[config.mk]
export PLATFORM = sky130hd
export DESIGN_NAME = frame_config_sequencer_flat
export DESIGN_NICKNAME = d
export VERILOG_FILES = /design/src/rtl/frame_config_sequencer_if.sv /design/src/rtl/frame_config_sequencer.sv /design/src/flat_wrapper.sv
export SDC_FILE = /design/constraint.sdc
export NUM_CORES = 1
export LEC_CHECK = 0
export CORE_ASPECT_RATIO = 0.9
export CORE_MARGIN = 10
export CORE_UTILIZATION = 45
export CTS_CLUSTER_SIZE = 14
export DETAILED_ROUTE_END_ITERATION = 7
export HOLD_SLACK_MARGIN = 0.03
export PLACE_DENSITY = 0.78
export SLEW_MARGIN = 0
export SYNTH_ARGS = -nofsm -noshare
export SYNTH_HDL_FRONTEND = slang
export SYNTH_SLANG_ARGS = --single-unit
[constraint.sdc]
create_clock -name CLK -period 2 [get_ports CLK]
set_input_delay 0.4 -clock CLK [delete_from_list [all_inputs] [get_ports CLK]]
set_output_delay 0.4 -clock CLK [all_outputs]
set_load 0.01 [all_outputs]
[src/rtl/frame_config_sequencer_if.sv]
// frame_config_sequencer_if: bitstream word stream handshake between source and sequencer
interface frame_config_sequencer_if #(parameter int W = 32);
  logic [W-1:0] in_data;
  logic in_valid;
  logic in_ready;
  modport master(output in_data, output in_valid, input in_ready);
  modport slave(input in_data, input in_valid, output in_ready);
endinterface

[src/rtl/frame_config_sequencer.sv]
// frame_config_sequencer: parses sync/header/row words into per-row loads and one-hot frame strobes
module frame_config_sequencer #(
  parameter int FrameBitsPerRow = 32,
  parameter int MaxFramesPerCol = 20,
  parameter int NumberOfRows = 16,
  parameter int ColSelWidth = 5,
  parameter logic [31:0] SyncWord = 32'hFAB0_FAB1
) (
  input  logic CLK,
  input  logic reset,
  frame_config_sequencer_if.slave s,
  output logic [FrameBitsPerRow-1:0] FrameData,
  output logic [NumberOfRows-1:0] RowWE,
  output logic [ColSelWidth-1:0] ColSelect,
  output logic [MaxFramesPerCol-1:0] FrameStrobe,
  output logic active,
  output logic err,
  output logic [15:0] frames_done
);
  localparam int RW = $clog2(NumberOfRows);
  localparam int FW = $clog2(MaxFramesPerCol);
  localparam logic [7:0] MAX_F = 8'(MaxFramesPerCol);
  localparam logic [2:0] IDLE = 3'd0, HDR = 3'd1, DATA = 3'd2, STROBE = 3'd3, GAP = 3'd4;
  logic [2:0] state_q, state_d;
  logic [RW-1:0] row_cnt_q, row_cnt_d;
  logic [ColSelWidth-1:0] col_q, col_d, col_sel_q, col_sel_d;
  logic [FW-1:0] frame_q, frame_d;
  logic [FrameBitsPerRow-1:0] frame_data_q, frame_data_d;
  logic [NumberOfRows-1:0] row_we_q, row_we_d;
  logic [MaxFramesPerCol-1:0] strobe_q, strobe_d;
  logic active_q, active_d, err_q, err_d;
  logic [15:0] frames_done_q, frames_done_d;
  logic acc;
  assign s.in_ready = state_q == IDLE || state_q == HDR || state_q == DATA;
  assign acc = s.in_valid && s.in_ready;
  always_comb begin
    state_d = state_q;
    row_cnt_d = row_cnt_q;
    col_d = col_q;
    frame_d = frame_q;
    err_d = err_q;
    frame_data_d = frame_data_q;
    row_we_d = '0;
    col_sel_d = '0;
    strobe_d = '0;
    frames_done_d = frames_done_q;
    case (state_q)
      IDLE: state_d = (acc && s.in_data == SyncWord) ? HDR : IDLE;
      HDR: if (acc) begin
        if (s.in_data[15]) state_d = IDLE;
        else if (s.in_data[23:16] >= MAX_F) begin
          err_d = 1'b1;
          state_d = IDLE;
        end else begin
          col_d = s.in_data[24 +: ColSelWidth];
          frame_d = s.in_data[16 +: FW];
          row_cnt_d = '0;
          state_d = DATA;
        end
      end
      DATA: if (acc) begin
        frame_data_d = s.in_data;
        row_we_d = NumberOfRows'(1) << row_cnt_q;
        row_cnt_d = row_cnt_q + 1'b1;
        state_d = (row_cnt_q == RW'(NumberOfRows - 1)) ? STROBE : DATA;
      end
      STROBE: begin
        strobe_d = MaxFramesPerCol'(1) << frame_q;
        col_sel_d = col_q;
        frames_done_d = frames_done_q + 16'd1;
        state_d = GAP;
      end
      GAP: state_d = HDR;
      default: state_d = IDLE;
    endcase
    active_d = state_d != IDLE;
  end
  always_ff @(posedge CLK) begin
    if (reset) begin
      state_q <= IDLE;
      row_cnt_q <= '0;
      col_q <= '0;
      frame_q <= '0;
      err_q <= 1'b0;
      frame_data_q <= '0;
      row_we_q <= '0;
      col_sel_q <= '0;
      strobe_q <= '0;
      frames_done_q <= '0;
      active_q <= 1'b0;
    end else begin
      state_q <= state_d;
      row_cnt_q <= row_cnt_d;
      col_q <= col_d;
      frame_q <= frame_d;
      err_q <= err_d;
      frame_data_q <= frame_data_d;
      row_we_q <= row_we_d;
      col_sel_q <= col_sel_d;
      strobe_q <= strobe_d;
      frames_done_q <= frames_done_d;
      active_q <= active_d;
    end
  end
  assign FrameData = frame_data_q;
  assign RowWE = row_we_q;
  assign ColSelect = col_sel_q;
  assign FrameStrobe = strobe_q;
  assign active = active_q;
  assign err = err_q;
  assign frames_done = frames_done_q;
endmodule

[src/flat_wrapper.sv]
// flat-port wrapper written by rule: the top's interface ports become plain ports
module frame_config_sequencer_flat 
#(
  parameter int FrameBitsPerRow = 32,
  parameter int MaxFramesPerCol = 20,
  parameter int NumberOfRows = 16,
  parameter int ColSelWidth = 5,
  parameter logic [31:0] SyncWord = 32'hFAB0_FAB1
)
  (CLK, reset, FrameData, RowWE, ColSelect, FrameStrobe, active, err, frames_done, s_in_data, s_in_valid, s_in_ready);
  frame_config_sequencer_if #(.W(32)) s_i ();
  input  logic CLK;
  input  logic reset;
  output logic [FrameBitsPerRow-1:0] FrameData;
  output logic [NumberOfRows-1:0] RowWE;
  output logic [ColSelWidth-1:0] ColSelect;
  output logic [MaxFramesPerCol-1:0] FrameStrobe;
  output logic active;
  output logic err;
  output logic [15:0] frames_done;
  input wire logic [$bits(s_i.in_data)-1:0] s_in_data;
  input wire logic [$bits(s_i.in_valid)-1:0] s_in_valid;
  output wire logic [$bits(s_i.in_ready)-1:0] s_in_ready;
  assign s_i.in_data = s_in_data;
  assign s_i.in_valid = s_in_valid;
  assign s_in_ready = s_i.in_ready;
  frame_config_sequencer #(.FrameBitsPerRow(FrameBitsPerRow), .MaxFramesPerCol(MaxFramesPerCol), .NumberOfRows(NumberOfRows), .ColSelWidth(ColSelWidth), .SyncWord(SyncWord)) u_core (.CLK(CLK), .reset(reset), .s(s_i), .FrameData(FrameData), .RowWE(RowWE), .ColSelect(ColSelect), .FrameStrobe(FrameStrobe), .active(active), .err(err), .frames_done(frames_done));
endmodule
# == Word-level counts from Yosys, hierarchy flattened ==
# Cells that the tools add are included.
# word_totals
register_bits,108
# op_classes
addsub,2
n_lt_le_gt_ge,1
n_eq_ne,10
shift,2
muxes,12
bitwise,5
n_reduce_logical,13
# op_table
operator,count
"equality test 32 bit, second input constant",1
"<< shifter 1 x 5 -> 20 bit, first input constant",1
"adder 16 x 1 -> 16 bit, second input constant",1
2-to-1 mux 4 bit,4
"<< shifter 1 x 4 -> 16 bit, first input constant",1
case mux 3 bit (5 select lines),1
2-to-1 mux 3 bit,3
">= comparator 8 x 5 -> 1 bit, second input constant",1
case mux 4 bit (2 select lines),1
AND reduction 4 bit,2
"equality test 3 x 2 -> 1 bit, second input constant",2
inverter 1 bit,5
AND reduction 5 bit,1
"adder 4 x 1 -> 4 bit, second input constant",1
"equality test 4 bit, second input constant",1
"!= test 2 x 1 -> 1 bit, second input constant",2
"!= test 2 bit, second input constant",2
"equality test 3 x 1 -> 1 bit, second input constant",1
"equality test 3 bit, second input constant",1
logical NOT 3 bit,1
nonzero test 3 bit,1
OR reduction 3 bit,1
logical AND 1 bit,2
logical OR 1 bit,2
other kinds (5),6

# == Longest topological paths before layout ==
# Gate-level depths: netlist (run 1).
# depth
ltp_word,8
ltp_mapped,7

# == Worst setup path after synthesis (run 1) ==
# No wires, ideal clock.
# synth_path
kind,register to register
startpoint,"register u_core.frames_done_q[5], in the netlist u_core.frames_done[5]"
endpoint,"register u_core.frames_done_q[14], in the netlist u_core.frames_done[14]"
arrival_time_ns,1.721
slack_ns,0.208
stages_incl_launch_ff,6
path_buffers,1
synth_period_minus_slack_ns,1.792
path_cell_list,dfxtp_1 -> nand4_2 -> or3_1 -> buf_2 -> or4_1 -> a21oi_1
# synth_between
elab_chain_cells,1
# synth_lines
element,line,text
"start, declared",frame_config_sequencer.sv:32,"logic [15:0] frames_done_q, frames_done_d;"
"start signal, assigned",frame_config_sequencer.sv:101,frames_done_q <= frames_done_d;
adder 16 x 1 -> 16 bit,frame_config_sequencer.sv:70,frames_done_d = frames_done_q + 16'd1;
# Every way passes these cells.
# A chain may end at the register's enable or synchronous reset.

# == Worst setup path after layout (run 1) ==
# layout_path
startpoint,"register u_core.frames_done_q[6], in the netlist u_core.frames_done[6]"
endpoint,"register u_core.frames_done_q[14], in the netlist u_core.frames_done[14]"
# Same word-level chain as after synthesis.

==> impl_metrics.json, run 1 <==
{
  "rrSetupSlack_ns": 0.13,
  "vias": 3555,
  "io_buffers": 126,
  "powerDensity_nw_per_um2": 623,
  "synth.distinct_cells": 44,
  "die_x_um": 118,
  "use_met3_pct": 7.09,
  "path_cells": "nand4_2 -> or3_1 -> or4_1 -> a21oi_1",
  "cts_tree": "yes",
  "fmax_mhz": 534,
  "synth_area_leaders": "dfxtp_1 55%, nand2_1 9.2%, a21oi_1 6.4%, nor2_1 3.1%, and3_1 2.2%",
  "holdPathEnd": "u_core.state_q[1]",
  "min_path_cells": 3,
  "r2r_cells": 4,
  "clock_latency_ns": 0.36,
  "gr-usage-all-layers_pct": 17.1,
  "yosys_warnings": 0,
  "wl_per_cell_um": 15.9,
  "crit_type": "reg2reg",
  "setup_tns_ns": 0,
  "globalRouteMet2Util_pct": 27.6,
  "cts_root_buffer": "clkbuf_8",
  "worst_slew_pin_slew_ns": 0.396,
  "rsz0062_at_grt": "false",
  "final_cell_mix": "124 x clkdlybuf4s50_1, 108 x dfxtp_1, 96 x nand2_1",
  "grtUsageMet1_pct": 21.3,
  "r2r-end": "u_core.frames_done[14]",
  "critPathSlowestCell": "or4_1",
  "max-cap-violations": 0,
  "arrival_ns": 2.18,
  "detailed_place_hpwl_um": 8790,
  "die_h_um": 109,
  "synth-seq-area-share_pct": 55.1,
  "ctsHoldBuffers": 0,
  "slowest_delay_ns": 0.54,
  "drive_gt1_share_pct": 10.6,
  "htreeDepth": 3,
  "slew_viol_final": 0,
  "layout_commonest_cell": "clkdlybuf4s50_1",
  "grt_remaining_overflow": 0,
  "period_share_pct": 93.7,
  "cts_sinks": 108,
  "drc": 0,
  "grt_max_degree": 33,
  "p_leak_nw": 2.10,
  "die-area_um2": 12900,
  "nNetsFinal": 632,
  "clockBufferDepth": 2,
  "wl_um": 11400,
  "crit_fanout": 8,
  "finClkSkew_ns": 0.0106,
  "crit_required_ns": 2.30,
  "min_period_ns": 1.87,
  "grt_pass1_wl_um": 18000,
  "cts.clk_slew.worst_paths_ns": 0.10,
  "relSlewSlack_pct": 72.9,
  "antenna_found_initial": 0,
  "area_delta_synth_final_pct": 46.3,
  "synth_top_cell_by_area": "dfxtp_1",
  "grt.busiest_layer": "met2",
  "syn_area_per_cell_um2": 8.93,
  "cp-start-kind": "flip-flop",
  "r2r-start": "u_core.frames_done[6]",
  "start_util_pct": 46.0,
  "core_area_um2": 8530,
  "n_antenna_cell": 0,
  "hold_viol": 0,
  "synth.ff_latch_count": 108,
  "drt_pass1_iterations": 4,
  "ant_nets": 0,
  "syn-cell-area_um2": 3920,
  "hp-class": "in2reg",
  "finalPower_mw": 3.57,
  "synth.top_cell.area_share_pct": 55.1,
  "syn-instance-count": 439,
  "grt_pass1_vias": 3469,
  "place_congestion": 0.807,
  "setup_violations": 0,
  "ir_drop_mv": 0.369,
  "syn-num-nets": 481,
  "hp-start": "reset",
  "status": "finished clean",
  "via_per_inst": 4.98,
  "ios": 127,
  "cp-end-kind": "flip-flop",
  "drtIter0Drc": 239,
  "post_cts_buffers": 0,
  "cts_buffers": 9,
  "rows": 32
}
==> area by class of cell <==
cell class	count	area [um^2]
Fill cell	704	2790
Sequential cell	108	2160
Multi-Input combinational cell	298	1640
Timing Repair Buffer	166	1570
Tap cell	119	149
Clock buffer	10	138
Clock inverter	6	53.8
Inverter	7	26.3
==> kinds of logic (layout without fill, tap and decap cells) <==
logic type | count (synthesis) | in the layout | share of synthesized area, %
simple gates | 213 | 213 | 27.2
flops | 108 | 108 | 55.1
buf+inv | 33 | 189 | 3.45
compound gates | 65 | 65 | 9.00
fa+ha+maj | 7 | 7 | 2.23
mux | 2 | 2 | 0.511
xor+xnor | 11 | 11 | 2.46
==> power by group <==
| group | leakage, nW | internal, mW | switching [mW] |
|---|---|---|---|
| Combinational | 1.14 | 0.0875 | 0.0599 |
| Sequential | 0.869 | 2.15 | 0.00000000000458 |
| Clock | 0.0954 | 0.510 | 0.768 |
==> through the flow <==
stage               cell area, um^2  setup WS, ns  instances  hold WS [ns]  util, %
global placement               5550       -0.0858        698         0.440     65.0
floorplan                      3920         0.208        439         0.430        -
finish                         5740         0.126        714         0.430     67.3
global route                   5740        0.0511        714         0.434     67.3
CTS                            5740         0.130        714         0.419     67.3
detailed placement             5550        -0.119        698         0.445     65.0
==> timing repair <==
action | in CTS | in global routing
endpoints found under the setup margin | 1 | 0
gates resized for setup | 1 | 0
hold endpoints to repair | 0 | 0
==> state kept, by name, indices dropped and copies added (netlist names) <==
name	count
u_core.FrameStrobe	20
u_core.frames_done	16
u_core.FrameData	32
u_core.row_cnt_q	4
u_core.frame_q	5
u_core.active	1
u_core.ColSelect	5
u_core.RowWE	16
u_core.col_q	5
u_core.err	1
u_core.state_q	3
==> critical path, delay by kind of cell (launching register included) <==
| kind | cells | cell delay [ns] |
|---|---|---|
| compound gates | 1 | 0.15 |
| flops | 1 | 0.43 |
| simple gates | 3 | 1.24 |
==> Yosys cell counts, drive strengths merged <==
cell type / number
dfxtp: 108
nand2: 96
a21oi: 50
nor2: 32
clkbuf: 15
and3: 14
nor3: 13
buf: 11
and2: 8
nand4: 8
xnor2: 8
ha: 7
inv: 7
nand3b: 5
nor4: 5
o21ai: 5
or3: 5
or4: 5
nand3: 4
o31ai: 4
nor2b: 3
nor4bb: 3
xor2: 3
and4b: 2
mux2i: 2
nand2b: 2
nor4b: 2
or2: 2
a2111oi: 1
a21boi: 1
a31oi: 1
and4: 1
nand4b: 1
nor3b: 1
o211ai: 1
o21a: 1
o32a: 1
or4b: 1
==> per-layer routing <==
layer  routed length [um]  vias to the layer above
li1                     -                     1791
met2                 5210                      129
met5                    0                        -
met1                 5060                     1623
met3                  993                       12
met4                   91                        0
==> worst max-delay path by stage <==
stage,from,end,slack (ns),depth (start not counted)
floorplan,u_core.frames_done[5],u_core.frames_done[14],0.21,5
finish,u_core.frames_done[6],u_core.frames_done[14],0.13,4
global route,u_core.frames_done[4],u_core.frames_done[13],0.05,4
CTS,u_core.state_q[1],s_in_ready,0.13,3
detailed placement,s_in_valid,u_core.row_cnt_q[2],-0.12,6
global placement,s_in_data[28],u_core.active,-0.09,5
(Power assumes the default switching activity.)
==> run 2, diff against run 1 <==
--- a/config.mk
+++ b/config.mk
@@ -7,12 +7,10 @@
 export LEC_CHECK = 0
 export CORE_ASPECT_RATIO = 0.9
 export CORE_MARGIN = 10
-export CORE_UTILIZATION = 45
+export CORE_UTILIZATION = 30
 export CTS_CLUSTER_SIZE = 14
 export DETAILED_ROUTE_END_ITERATION = 7
 export HOLD_SLACK_MARGIN = 0.03
-export PLACE_DENSITY = 0.78
-export SLEW_MARGIN = 0
 export SYNTH_ARGS = -nofsm -noshare
 export SYNTH_HDL_FRONTEND = slang
 export SYNTH_SLANG_ARGS = --single-unit
==> run 2 against run 1 <==
Compared with the run above: sequential power about the same; combinational power hardly changed; routed wire length is 4.7% higher; utilization down 21 points; via count fell by 0.68%; register-to-register slack got worse by 0.03 ns; clock power rose by 42%; die area increased by 40%; total power up 15%; flip-flop and latch count unchanged; clock skew shrank 0.0054 ns; critical path type is now reg2out; largest power group unchanged.
==> impl_metrics.json, run 2 (synthesized netlist as in run 1, its figures left out) <==
{
  "status": "finished clean",
  "hold_viol": 0,
  "r2r-start": "u_core.state_q[1]",
  "layout_commonest_cell": "clkdlybuf4s50_1",
  "finClkSkew_ns": 0.00520,
  "p_leak_nw": 2.15,
  "setup_violations": 0,
  "drive_gt1_share_pct": 10.8,
  "powerDensity_nw_per_um2": 697,
  "rsz0062_at_grt": "false",
  "holdPathEnd": "u_core.state_q[1]",
  "start_util_pct": 30.8,
  "r2r_cells": 5,
  "core_area_um2": 12700,
  "rows": 39,
  "clockBufferDepth": 2,
  "drc": 0,
  "largest_reg_flops": 32,
  "cts_buffers": 9,
  "crit_fanout": 6,
  "hp-start": "reset",
  "final_cell_mix": "125 x clkdlybuf4s50_1, 107 x dfxtp_1, 96 x nand2_1",
  "slew_viol_final": 0,
  "min_period_ns": 1.93,
  "vias": 3531,
  "n_antenna_cell": 0,
  "drtIter0Drc": 196,
  "grt_remaining_overflow": 0,
  "cts.clk_slew.worst_paths_ns": 0.07,
  "wl_per_cell_um": 15.7,
  "io_buffers": 126,
  "antenna_found_initial": 1,
  "nNetsFinal": 631,
  "cts_tree": "yes",
  "crit_required_ns": 1.60,
  "die_x_um": 141,
  "ir_drop_mv": 0.358,
  "hp-class": "in2reg",
  "finalPower_mw": 4.11,
  "cp-end-kind": "output port",
  "min_path_cells": 3,
  "die_h_um": 128,
  "detailed_place_hpwl_um": 9190,
  "via_per_inst": 4.66,
  "worst_slew_pin_slew_ns": 0.494,
  "area_delta_synth_final_pct": 50.4,
  "ant_nets": 0,
  "ios": 127,
  "max-cap-violations": 0,
  "grt_pass1_vias": 3516,
  "r2r-end": "u_core.active",
  "relSlewSlack_pct": 67.0,
  "drt_pass1_iterations": 4,
  "cts_sinks": 108,
  "clock_latency_ns": 0.35,
  "cts_root_buffer": "clkbuf_16",
  "gr-usage-all-layers_pct": 12.9,
  "cp-start-kind": "flip-flop",
  "wl_um": 11900,
  "arrival_ns": 1.53,
  "dp_cells": 742,
  "period_share_pct": 96.4,
  "worstSetupStartpoint": "u_core.state_q[1]",
  "ctsHoldBuffers": 0,
  "htreeDepth": 3,
  "grt_pass1_wl_um": 18900,
  "rrSetupSlack_ns": 0.10,
  "die-area_um2": 18000,
  "fmax_mhz": 519,
  "place_congestion": 0.823,
  "finalNonFillerCells": 758,
  "n_fill_cell": 1222,
  "grt_max_degree": 36,
  "crit_type": "reg2out"
}
run 2: worst max-delay path: stages, from the launching register on:
cell and delay, ns:
dfxtp_1 0.41, a21oi_2 0.21, clkdlybuf4s50_1 0.56
run 2: worst max path at each step:
stage                                         to  slack (ns)  cells after the start
final                                 s_in_ready        0.07                      2
after global routing                  s_in_ready       0.002                      2
after CTS                             s_in_ready        0.04                      2
after detailed placement           u_core.active       -0.18                      5
after global placement             u_core.active       -0.11                      5
after floorplan           u_core.frames_done[14]        0.21                      5
run 2: power breakdown:
part	total [mW]	internal [mW]	switching, mW
Clock	1.82	0.993	0.825
Sequential	2.15	2.15	0.00000000000779
Combinational	0.147	0.0872	0.0593
Total	4.11	3.23	0.884
run 2: cell type report:
| cell class | count | area, um^2 | share of cell area, % |
|---|---|---|---|
| clock buffer | 9 | 225 | 3.82 |
| clock inverter | 7 | 85.1 | 1.44 |
| inverter | 7 | 26.3 | 0.446 |
| multi-input combinational | 298 | 1640 | 27.9 |
| sequential | 108 | 2160 | 36.7 |
| tap | 164 | 205 | 3.48 |
| timing repair buffer | 165 | 1550 | 26.3 |
run 2: repair_timing:
action	4_1_cts	5_1_grt
endpoints found under the setup margin	1	3
gates cloned	0	0
gates resized for setup	1	1
buffers inserted	0	0
run 2: per-layer routing:
layer	vias to the layer above	wire length (um)	global-route usage, %
li1	1786	-	-
met1	1629	5580	16.3
met2	100	5070	19.2
met3	14	1070	6.22
met4	2	148	3.64
met5	-	13	0
run 2: through the flow:
step | hold slack (ns) | setup slack, ns | utilization (%) | area, um^2 | setup TNS [ns]
finish | 0.427 | 0.0724 | 46.3 | 5900 | 0
global route | 0.444 | 0.00207 | 46.3 | 5900 | 0
CTS | 0.422 | 0.0395 | 46.3 | 5900 | 0
detailed placement | 0.445 | -0.178 | 43.8 | 5580 | -2.03
global placement | 0.441 | -0.105 | 43.8 | 5580 | -1.09
floorplan | 0.430 | 0.208 | - | 3920 | 0
==> run 3, diff against run 2 <==
--- a/config.mk
+++ b/config.mk
@@ -5,11 +5,13 @@
 export SDC_FILE = /design/constraint.sdc
 export NUM_CORES = 1
 export LEC_CHECK = 0
+export CAP_MARGIN = 20
 export CORE_ASPECT_RATIO = 0.9
 export CORE_MARGIN = 10
 export CORE_UTILIZATION = 30
 export CTS_CLUSTER_SIZE = 14
 export DETAILED_ROUTE_END_ITERATION = 7
+export GPL_TIMING_DRIVEN = 0
 export HOLD_SLACK_MARGIN = 0.03
 export SYNTH_ARGS = -nofsm -noshare
 export SYNTH_HDL_FRONTEND = slang
==> run 3 against run 2 <==
Compared with the run above: routed wire length about the same; maximum frequency is 0.78% higher; flip-flop and latch count unchanged; largest cell class unchanged; largest power group unchanged.
==> impl_metrics.json, run 3 (synthesized netlist as in run 1, its figures left out) <==
{
  "r2r-end": "u_core.frames_done[14]",
  "ios": 127,
  "ctsHoldBuffers": 0,
  "grt_pass1_vias": 3517,
  "grt_remaining_overflow": 0,
  "clockBufferDepth": 2,
  "cts_sinks": 108,
  "ir_drop_mv": 0.406,
  "finClkSkew_ns": 0.00596,
  "drt_pass1_iterations": 4,
  "post_cts_buffers": 0,
  "arrival_ns": 2.18,
  "wl_per_cell_um": 16.0,
  "dpl_cell_area_um2": 5380,
  "rsz0062_at_grt": "false",
  "place_congestion": 0.807,
  "worst_slew_pin_slew_ns": 0.580,
  "largest_reg_flops": 32,
  "max-cap-violations": 0,
  "cts.clk_slew.worst_paths_ns": 0.07,
  "via_per_inst": 4.69,
  "die_h_um": 128,
  "cts_buffers": 9,
  "grt_max_degree": 19,
  "clock_latency_ns": 0.35,
  "antenna_found_initial": 0,
  "hp-class": "reg2reg",
  "final_area_um2": 5700,
  "htreeDepth": 3,
  "setup_tns_ns": 0,
  "drc": 0,
  "final_cell_mix": "124 x clkdlybuf4s50_1, 105 x dfxtp_1, 95 x nand2_1",
  "vias": 3490,
  "status": "finished clean",
  "layout_commonest_cell": "clkdlybuf4s50_1",
  "relSlewSlack_pct": 61.3,
  "die_x_um": 141,
  "n_fill_cell": 1220,
  "path_cells": "clkdlybuf4s50_1 -> nor4bb_1 -> nand4_1 -> or4_1 -> o211ai_1",
  "wl_um": 11900,
  "core_area_um2": 12700,
  "r2r-start": "u_core.state_q[2]",
  "crit_required_ns": 2.27,
  "n_antenna_cell": 0,
  "die-area_um2": 18000,
  "drive_gt1_share_pct": 6.21,
  "nNetsFinal": 617,
  "detailed_place_hpwl_um": 9270,
  "gr-usage-all-layers_pct": 12.8,
  "cp-start-kind": "input port",
  "drtIter0Drc": 153,
  "area_delta_synth_final_pct": 45.4,
  "slew_viol_final": 0,
  "cts_tree": "yes",
  "final_core_util_pct": 44.8,
  "r2r_cells": 5,
  "rows": 39,
  "min_period_ns": 1.91,
  "min_path_cells": 2,
  "critPathSlowestCell": "or4_1",
  "hold_viol": 0,
  "io_buffers": 125,
  "slowest_delay_ns": 0.61,
  "period_share_pct": 95.6,
  "crit_type": "in2reg",
  "setup_violations": 0,
  "ant_nets": 0,
  "rrSetupSlack_ns": 0.12,
  "fmax_mhz": 523,
  "start_util_pct": 30.8,
  "cts_root_buffer": "clkbuf_16",
  "holdPathEnd": "u_core.FrameData[16]",
  "p_leak_nw": 2.01,
  "grt_pass1_wl_um": 18600,
  "crit_fanout": 3,
  "powerDensity_nw_per_um2": 714,
  "hp-start": "u_core.FrameData[16]",
  "cts_resized": 3,
  "cp-end-kind": "flip-flop"
}
## run 3: worst max path at each step
stage | depth (start not counted) | slack (ns) | to | start
floorplan | 5 | 0.21 | u_core.frames_done[14] | u_core.frames_done[5]
global placement | 5 | -0.41 | u_core.active | s_in_valid
detailed placement | 5 | -0.43 | u_core.active | s_in_valid
CTS | 6 | 0.06 | u_core.FrameData[17] | s_in_valid
global route | 5 | 0.009 | u_core.active | s_in_valid
finish | 5 | 0.09 | u_core.active | s_in_data[23]
## run 3: final cells by class
cell class                 instances  area, um^2  area share [%]
sequential                       108        2170            38.0
multi-input combinational        298        1640            28.8
timing repair buffer             125        1250            21.9
clock buffer                      10         229            4.02
tap                              164         205            3.60
buffer                            26         115            2.02
clock inverter                     6        70.1            1.23
inverter                           7        26.3           0.461
## run 3: metal layers
layer / GRT usage, % / vias up / routed length [um]
li1: - / 1750 / -
met1: 15.9 / 1617 / 5510
met2: 19.1 / 113 / 5050
met3: 6.55 / 10 / 1210
met4: 3.82 / 0 / 128
met5: 0 / - / 0
## run 3: through the flow
step           power, mW  hold slack, ns  worst slack [ns]  instances
3_3_place_gp        2.33           0.443            -0.412        728
3_5_place_dp        2.33           0.449            -0.427        728
5_1_grt             4.20           0.475           0.00864        744
2_1_floorplan       2.23           0.430             0.208        439
6_report            4.07           0.454            0.0873        744
4_1_cts             4.11           0.460            0.0585        744
## run 3: worst max-delay path: cells and delay by family
| kind | cells | cell delay (ns) |
|---|---|---|
| compound gates | 1 | 0.12 |
| buf+inv | 1 | 0.53 |
| simple gates | 3 | 1.13 |
## run 3: report_power, final
part,internal (mW),switching (mW),total (mW)
Clock,0.981,0.811,1.79
Combinational,0.0692,0.0608,0.130
Sequential,2.15,0.00000000000406,2.15
Total,3.20,0.872,4.07
